### src/rtl/slow_frame_receiver.sv
// Reassembles 16-byte checksummed frames from the CDR byte stream, tracks link
// lock and keeps saturating good/bad frame counters.
module slow_frame_receiver #(
  parameter int TIMEOUT_CYCLES = 8192,
  parameter int LOCK_GOOD      = 4,
  parameter int UNLOCK_BAD     = 2
) (
  input  logic         clk,
  input  logic         reset,
  input  logic         word_tick_i,
  input  logic [7:0]   data_i,
  input  logic         comma_i,
  input  logic         error_i,
  output logic [127:0] payload_o,
  output logic         frame_valid_o,
  output logic         frame_error_o,
  output logic         locked_o,
  output logic [15:0]  good_count_o,
  output logic [15:0]  bad_count_o
);

  localparam int TO_W = $clog2(TIMEOUT_CYCLES + 1);
  localparam int GS_W = $clog2(LOCK_GOOD + 1);
  localparam int BS_W = $clog2(UNLOCK_BAD + 1);
  localparam logic [TO_W-1:0] TO_LAST = TO_W'(TIMEOUT_CYCLES - 1);
  localparam logic [GS_W-1:0] GS_MAX  = GS_W'(LOCK_GOOD);
  localparam logic [BS_W-1:0] BS_MAX  = BS_W'(UNLOCK_BAD);

  typedef enum logic [1:0] {
    HUNT  = 2'd0,
    DATA  = 2'd1,
    CHECK = 2'd2
  } state_t;

  state_t          state_reg, state_next;
  logic [3:0]      count_reg, count_next;
  logic [7:0]      xor_reg, xor_next;
  logic [TO_W-1:0] timeout_reg, timeout_next;
  logic            store_en;
  logic            good_evt;
  logic            bad_evt;
  logic [127:0]    shadow;

  logic [127:0]    payload_reg, payload_next;
  logic            valid_reg, valid_next;
  logic            error_reg, error_next;
  logic            locked_reg, locked_next;
  logic [15:0]     good_count_reg, good_count_next;
  logic [15:0]     bad_count_reg, bad_count_next;
  logic [GS_W-1:0] good_streak_reg, good_streak_next;
  logic [BS_W-1:0] bad_streak_reg, bad_streak_next;

  // ---------------------------------------------------------------- FSM state
  always_ff @(posedge clk) begin
    if (!reset) begin
      state_reg   <= HUNT;
      count_reg   <= '0;
      xor_reg     <= '0;
      timeout_reg <= '0;
    end else begin
      state_reg   <= state_next;
      count_reg   <= count_next;
      xor_reg     <= xor_next;
      timeout_reg <= timeout_next;
    end
  end

  always_comb begin
    state_next   = state_reg;
    count_next   = count_reg;
    xor_next     = xor_reg;
    timeout_next = timeout_reg;
    store_en     = 1'b0;
    good_evt     = 1'b0;
    bad_evt      = 1'b0;
    case (state_reg)
      DATA, CHECK: begin
        if (word_tick_i) begin
          timeout_next = '0;
          if (error_i) begin
            bad_evt    = 1'b1;
            state_next = HUNT;
          end else if (comma_i) begin
            // A comma inside a frame aborts it and starts the next one.
            bad_evt    = 1'b1;
            state_next = DATA;
            count_next = '0;
            xor_next   = '0;
          end else if (state_reg == DATA) begin
            store_en = 1'b1;
            xor_next = xor_reg ^ data_i;
            if (count_reg == 4'd15) begin
              state_next = CHECK;
            end else begin
              count_next = count_reg + 4'd1;
            end
          end else begin
            if (data_i == xor_reg) begin
              good_evt = 1'b1;
            end else begin
              bad_evt = 1'b1;
            end
            state_next = HUNT;
          end
        end else if (timeout_reg == TO_LAST) begin
          bad_evt      = 1'b1;
          state_next   = HUNT;
          timeout_next = '0;
        end else begin
          timeout_next = timeout_reg + 1'b1;
        end
      end
      default: begin
        timeout_next = '0;
        if (word_tick_i && comma_i && !error_i) begin
          state_next = DATA;
          count_next = '0;
          xor_next   = '0;
        end
      end
    endcase
  end

  // ------------------------------------------------------- frame shadow bytes
  genvar gi;
  generate
    for (gi = 0; gi < 16; gi++) begin : g_shadow
      logic [7:0] byte_reg;
      always_ff @(posedge clk) begin
        if (!reset) begin
          byte_reg <= '0;
        end else if (store_en && count_reg == 4'(gi)) begin
          byte_reg <= data_i;
        end
      end
      assign shadow[8*gi +: 8] = byte_reg;
    end
  endgenerate

  // ------------------------------------------------ results, counters, lock
  always_comb begin
    payload_next     = payload_reg;
    valid_next       = good_evt;
    error_next       = bad_evt;
    locked_next      = locked_reg;
    good_count_next  = good_count_reg;
    bad_count_next   = bad_count_reg;
    good_streak_next = good_streak_reg;
    bad_streak_next  = bad_streak_reg;
    if (good_evt) begin
      payload_next = shadow;
      if (good_count_reg != 16'hFFFF) begin
        good_count_next = good_count_reg + 16'd1;
      end
      bad_streak_next = '0;
      if (good_streak_reg != GS_MAX) begin
        good_streak_next = good_streak_reg + 1'b1;
      end
      if (good_streak_next == GS_MAX) begin
        locked_next = 1'b1;
      end
    end else if (bad_evt) begin
      if (bad_count_reg != 16'hFFFF) begin
        bad_count_next = bad_count_reg + 16'd1;
      end
      good_streak_next = '0;
      if (bad_streak_reg != BS_MAX) begin
        bad_streak_next = bad_streak_reg + 1'b1;
      end
      if (bad_streak_next == BS_MAX) begin
        locked_next = 1'b0;
      end
    end
  end

  always_ff @(posedge clk) begin
    if (!reset) begin
      payload_reg     <= '0;
      valid_reg       <= 1'b0;
      error_reg       <= 1'b0;
      locked_reg      <= 1'b0;
      good_count_reg  <= '0;
      bad_count_reg   <= '0;
      good_streak_reg <= '0;
      bad_streak_reg  <= '0;
    end else begin
      payload_reg     <= payload_next;
      valid_reg       <= valid_next;
      error_reg       <= error_next;
      locked_reg      <= locked_next;
      good_count_reg  <= good_count_next;
      bad_count_reg   <= bad_count_next;
      good_streak_reg <= good_streak_next;
      bad_streak_reg  <= bad_streak_next;
    end
  end

  assign payload_o     = payload_reg;
  assign frame_valid_o = valid_reg;
  assign frame_error_o = error_reg;
  assign locked_o      = locked_reg;
  assign good_count_o  = good_count_reg;
  assign bad_count_o   = bad_count_reg;

endmodule

### config.mk
export PLATFORM = sky130hd
export DESIGN_NAME = slow_frame_receiver
export DESIGN_NICKNAME = d
export VERILOG_FILES = /design/src/rtl/slow_frame_receiver.sv
export SDC_FILE = /design/constraint.sdc
export NUM_CORES = 1
export LEC_CHECK = 0
export CORE_AREA = 5 5 131 195
export CTS_CLUSTER_DIAMETER = 150
export CTS_CLUSTER_SIZE = 12
export DETAILED_ROUTE_END_ITERATION = 8
export DIE_AREA = 0 0 136 200
export PLACE_DENSITY_LB_ADDON = 0.15
export SKIP_CTS_REPAIR_TIMING = 1
export SLEW_MARGIN = 20
export SYNTH_ARGS = -nofsm -noshare
export SYNTH_HDL_FRONTEND = slang
export SYNTH_SLANG_ARGS = --single-unit
### constraint.sdc
create_clock -name clk -period 2.73 [get_ports clk]
set_clock_uncertainty 0.2 [all_clocks]
set_input_delay 0.4095 -clock clk [delete_from_list [all_inputs] [get_ports clk]]
set_output_delay 0.4095 -clock clk [all_outputs]
set_load 0.01 [all_outputs]
* Word-level counts from Yosys, hierarchy flattened
Cells that the tools add are included.
** Cells by class
- $add $sub $neg :: 6
- Eq/ne operators :: 32
- Muxes and demuxes :: 50
- Bitwise logic cells :: 4
- Reduce and logical (&&, ||, !) cells :: 32
** Operators with widths (number)
- $mux 8 :: 6
- $add 16x1->16 const B :: 2
- $eq 4x4->1 const B :: 8
- $ne 16x16->1 const B :: 2
- $mux 4 :: 7
- $mux 1 :: 22
- $mux 2 :: 11
- $logic_and 1x1->1 :: 18
- $eq 4x3->1 const B :: 4
- $add 14x1->14 const B :: 1
- $eq 14x13->1 const B :: 1
- $mux 3 :: 4
- $ne 3x3->1 const B :: 4
- $reduce_and 3->1 :: 3
- $eq 4x2->1 const B :: 2
- $eq 8x8->1 :: 1
- $xor 8x8->8 :: 1
- $ne 2x2->1 const B :: 3
- $ne 6x6->1 const B :: 1
- $reduce_bool 2->1 :: 3
- $reduce_and 5->1 :: 1
- $add 4x1->4 const B :: 1
- $eq 2x2->1 const B :: 2
- $eq 4x1->1 const B :: 1
- other kinds (12) :: 15
** Word-level totals
- Register bits after elaboration :: 324
- Output and inout bits :: 163

* Depth between registers and ports, before layout
- Depth after elaboration :: 13
- Gate-level depth with buffers :: 10
- Depth with buffers taken out :: 7

* Worst setup path after synthesis
Ideal clock, no wire load.
- Kind :: reg2reg
- Start :: register state_reg[1]
- End :: register g_shadow[12].byte_reg[0]
- Data arrival time :: 2.004 ns
- Data required time :: 2.402 ns
- Setup slack :: 0.398 ns
- Cell stages (with the launch flop) :: 10
- Path buffers :: 2
- Period minus slack after synthesis :: 2.332 ns
- Cell sequence :: dfxtp_1 -> inv_1 -> ha_1 -> buf_2 -> nand2b_1 -> buf_2 -> nor4b_4 -> nand3_2 -> mux2i_1 -> nor2_1
** Between the ends
- Word-level cells in the longest chain between the ends :: 7
- Elaborated cells on any way between the ends :: 9
** Ends and longest elaborated chain
- start: declaration :: RTL line 35 : state_t state_reg, state_next;
- start signal: assignment :: RTL line 61 : state_reg <= state_next;
- $eq 2x1->1 :: RTL line 76, 89
- $mux 1 :: RTL line 89 : end else if (state_reg == DATA) begin
- $mux 1 :: RTL line 83 : end else if (comma_i) begin
- $mux 1 :: RTL line 80 : if (error_i) begin
- $mux 1 :: RTL line 78 : if (word_tick_i) begin
- $mux 1 (*) :: RTL line 76 : case (state_reg)
- $logic_and 1x1->1 (*) :: RTL line 132 : end else if (store_en && count_reg == 4'(gi)) begin
- end signal: assignment :: RTL line 133 : byte_reg <= data_i;
- end: declaration :: RTL line 128 : logic [7:0] byte_reg;
Mark *: on every way between the ends. The rest lies on a longest branch, timed or not.
A chain may end at the register's enable or synchronous reset.

* Worst setup path after layout
- Start :: register state_reg[1]
- End :: register g_shadow[0].byte_reg[0]
** Between the ends
- Word-level cells in the longest chain between the ends :: 7
- Elaborated cells on any way between the ends :: 9
** Ends and longest elaborated chain (RTL line)
- $eq 2x1->1 :: 76, 89
- $mux 1 :: 89
- $mux 1 :: 83
- $mux 1 :: 80
- $mux 1 :: 78
- $mux 1 (*) :: 76
- $logic_and 1x1->1 (*) :: 132
- end signal: assignment :: 133
- end: declaration :: 128
Marked as above.

==> qor.yml <==
power:
  p_comb_share_pct: 3.2
  powerDensity_mw_per_mm2: 547
  clockPowerShare_pct: 41.8
  sequentialPowerShare_pct: 55.0
  p_switching_mw: 1.82
  cell_internal_pwr_mw: 6.79
  ir_drop_mv: 0.632
  p_sw_share_pct: 21.2
  leakagePower_nw: 5.37
critical_path:
  path_max_fanout: 11
  path_delay_family: "simple AND/OR/NAND/NOR gates"
  criticalPathCategory: "register to register"
  max_stage_delay_ns: 0.41
  worstPathBufferInverterCount: 2
  crit_slowest_cell: "ha_1"
  worstSetupEndpointType: "register"
  crit_chain: "inv_1, ha_1, nand2b_2, nor4b_4, buf_4, nand2_1, nand2_1, a21oi_1"
  r2r_start: "state_reg[1]$_SDFFE_PN0P_"
  crit_required_ns: 2.94
  r2r_cells: 8
  cpMostUsedCell: "nand2_1"
  crit_arrival_ns: 2.73
  critPathLaunchType: "register"
  r2r_slack_ns: 0.21
  r2r-end: "g_shadow[0].byte_reg[0]$_SDFFE_PN0P_"
timing:
  worst_slew_pin_slew_ns: 0.567
  rsz0062_at_grt: "no"
  fin_crit_ns: 2.52
  slew_viol_final: 0
  slew_headroom_pct: 62.2
  fin_crit_sh_pct: 92.4
  max_freq_mhz: 397
  hold_violations: 0
  setup-violations-final: 0
synth:
  ys_ff_latch: 324
  yosysWarnings: 0
  syn_nets: 1561
  synthCells: 1537
  synth_fa_ha_area_share_pct: 1.08
  synth_edf_count: 0
  post_synth_num_cell_types: 56
  syn_area_per_cell_sq_um: 8.32
  yosys.area_share.simple_pct: 25.3
  synthMuxAreaShare_pct: 3.46
  ys.flop_type: "dfxtp_1"
  synthArstFlopShare_pct: 0
  synth_top_family_by_area: "simple AND/OR/NAND/NOR gates"
  synth_compound_area_share_pct: 12.2
  ys_seq_area_share_pct: 50.7
  synth_xor_area_share_pct: 2.24
  syn-cell-area_sq_mm: 0.0128
cells_and_area:
  syn_to_final_growth_pct: 23.3
  final_common_cell: "nand2_1"
  layout-drive-gt1-share_pct: 7.46
  diodes: 0
  utilization_pct: 66.9
  nets: 1715
  final_cell_mix: "nand2_1 (407), dfxtp_1 (324), a21oi_1 (253)"
  final_design_area_no_fill_sq_mm: 0.0158
clocking:
  cts_htree_levels: 1
  tritoncts: "done"
  root_buffer: "clkbuf_16"
  clockBufferDepth: 3
  path_clk_slew_ns: 0.06
  cts_buffers: 30
  clk-insertion-delay-late_ns: 0.54
  clkSinkCount: 324
min_path:
  hold_depth: 2
  worstHoldStart: "payload_o[79]$_SDFFE_PN0P_"
  min_path_type: "register to register"
  whs_endpoint: "payload_o[79]$_SDFFE_PN0P_"
route:
  wire_per_inst_um: 16.1
  first_iter_violations: 640
  antenna_left: 0
  vias: 11000
  vias_per_cell: 5.45
  first_pass_iters: 5
  finalWirelength_um: 32300
  drc: 0
floorplan:
  core_region_area_sq_mm: 0.0236
  io_pins: 176
  core.rowCount: 69
  die_area_sq_mm: 0.0272
  dieHeight_um: 200
  floorplan.initialDensity_pct: 54.2
  fp.dieW_um: 136
grt:
  grt_max_degree: 77
  gr-usage-all-layers_pct: 23.3
  grt_pass1_vias: 10500
  antenna_found_initial: 0
  grt_overflow: 0
  grt_first_pass_wirelength_um: 52400
place:
  place_congestion: 0.879
  placed_cell_area_sq_mm: 0.0150
  place.port_buffers: 175
  dp_hpwl_um: 21600
run:
  drv_cap: 0
status:
  status: "complete, no violations"
power groups by stage:
stage / combinational [mW] / sequential (mW) / clock [mW]
global route: 0.293 / 4.74 / 3.87
finish: 0.275 / 4.74 / 3.60
detailed placement: 0.273 / 4.85 / 0
global placement: 0.270 / 4.85 / 0
floorplan: 0.161 / 4.84 / 0
CTS: 0.274 / 4.74 / 3.67
kinds of logic (layout without fill, tap and decap cells):
family          Yosys count  count (layout)
simple gates            697             697
flops                   324             324
compound gates          295             295
buf+inv                 135             288
mux                      44              44
xor+xnor                 31              31
fa+ha+maj                11              11
worst register-to-register path: cells and delay by family (launching register included):
kind / cells / cell delay [ns]
compound gates: 1 / 0.07
fa+ha+maj: 1 / 0.41
buf+inv: 2 / 0.32
flops: 1 / 0.33
simple gates: 4 / 1.07
synthesized netlist by cell type, drive strengths merged (11+ instances only):
cell	count	area, sq um
ha	11	138
nand2b	14	87.6
mux2i	43	430
nand2	407	1530
o21ai	11	55.1
nor2	76	285
nand4	13	100
o31ai	16	120
nand3	117	606
buf	37	273
clkbuf	78	293
xor2	25	234
dfxtp	324	6490
nor4	13	163
or4	14	105
a21oi	253	1270
inv	20	75.1
worst max-delay path by stage:
stage                                          from                                     to  slack, ns  depth (start not counted)
after floorplan           state_reg[1]$_SDFFE_PN0P_  g_shadow[12].byte_reg[0]$_SDFFE_PN0P_       0.40                          9
after global placement                    data_i[1]             payload_o[82]$_SDFFE_PN0P_      -0.06                          8
after detailed placement                  data_i[1]             payload_o[45]$_SDFFE_PN0P_      -0.13                          8
after CTS                 state_reg[1]$_SDFFE_PN0P_             payload_o[95]$_SDFFE_PN0P_       0.09                          9
after global routing      state_reg[1]$_SDFFE_PN0P_   g_shadow[0].byte_reg[1]$_SDFFE_PN0P_       0.04                          8
final                     state_reg[1]$_SDFFE_PN0P_   g_shadow[0].byte_reg[0]$_SDFFE_PN0P_       0.21                          8
layer usage:
layer | part of all wire (%) | vias up | GRT usage [%]
met5 | 0 | - | 0
met4 | 2.5 | 0 | 7.13
met3 | 5.6 | 63 | 3.23
met2 | 51 | 278 | 41.1
met1 | 41 | 5166 | 29.5
li1 | - | 5447 | -
metrics by stage:
step | power (mW) | setup TNS [ns] | hold WS (ns) | worst slack (ns) | std cells
3_3_place_gp | 5.12 | -3.41 | 0.227 | -0.0647 | 1978
6_report | 8.62 | 0 | 0.249 | 0.208 | 2009
5_1_grt | 8.90 | 0 | 0.267 | 0.0416 | 2009
4_1_cts | 8.68 | 0 | 0.250 | 0.0932 | 2009
2_1_floorplan | 5.01 | 0 | 0.218 | 0.398 | 1537
3_5_place_dp | 5.12 | -7.27 | 0.242 | -0.127 | 1978
final cells by class:
cell class / instances / area [sq um]
clock buffers: 31 / 776
fillers: 2033 / 7800
inverters: 20 / 82.6
multi-input cells: 1078 / 5680
flip-flops and latches: 324 / 6490
well taps: 319 / 399
repair buffers: 237 / 2350
Note: power is estimated with default switching activity, not from simulation.
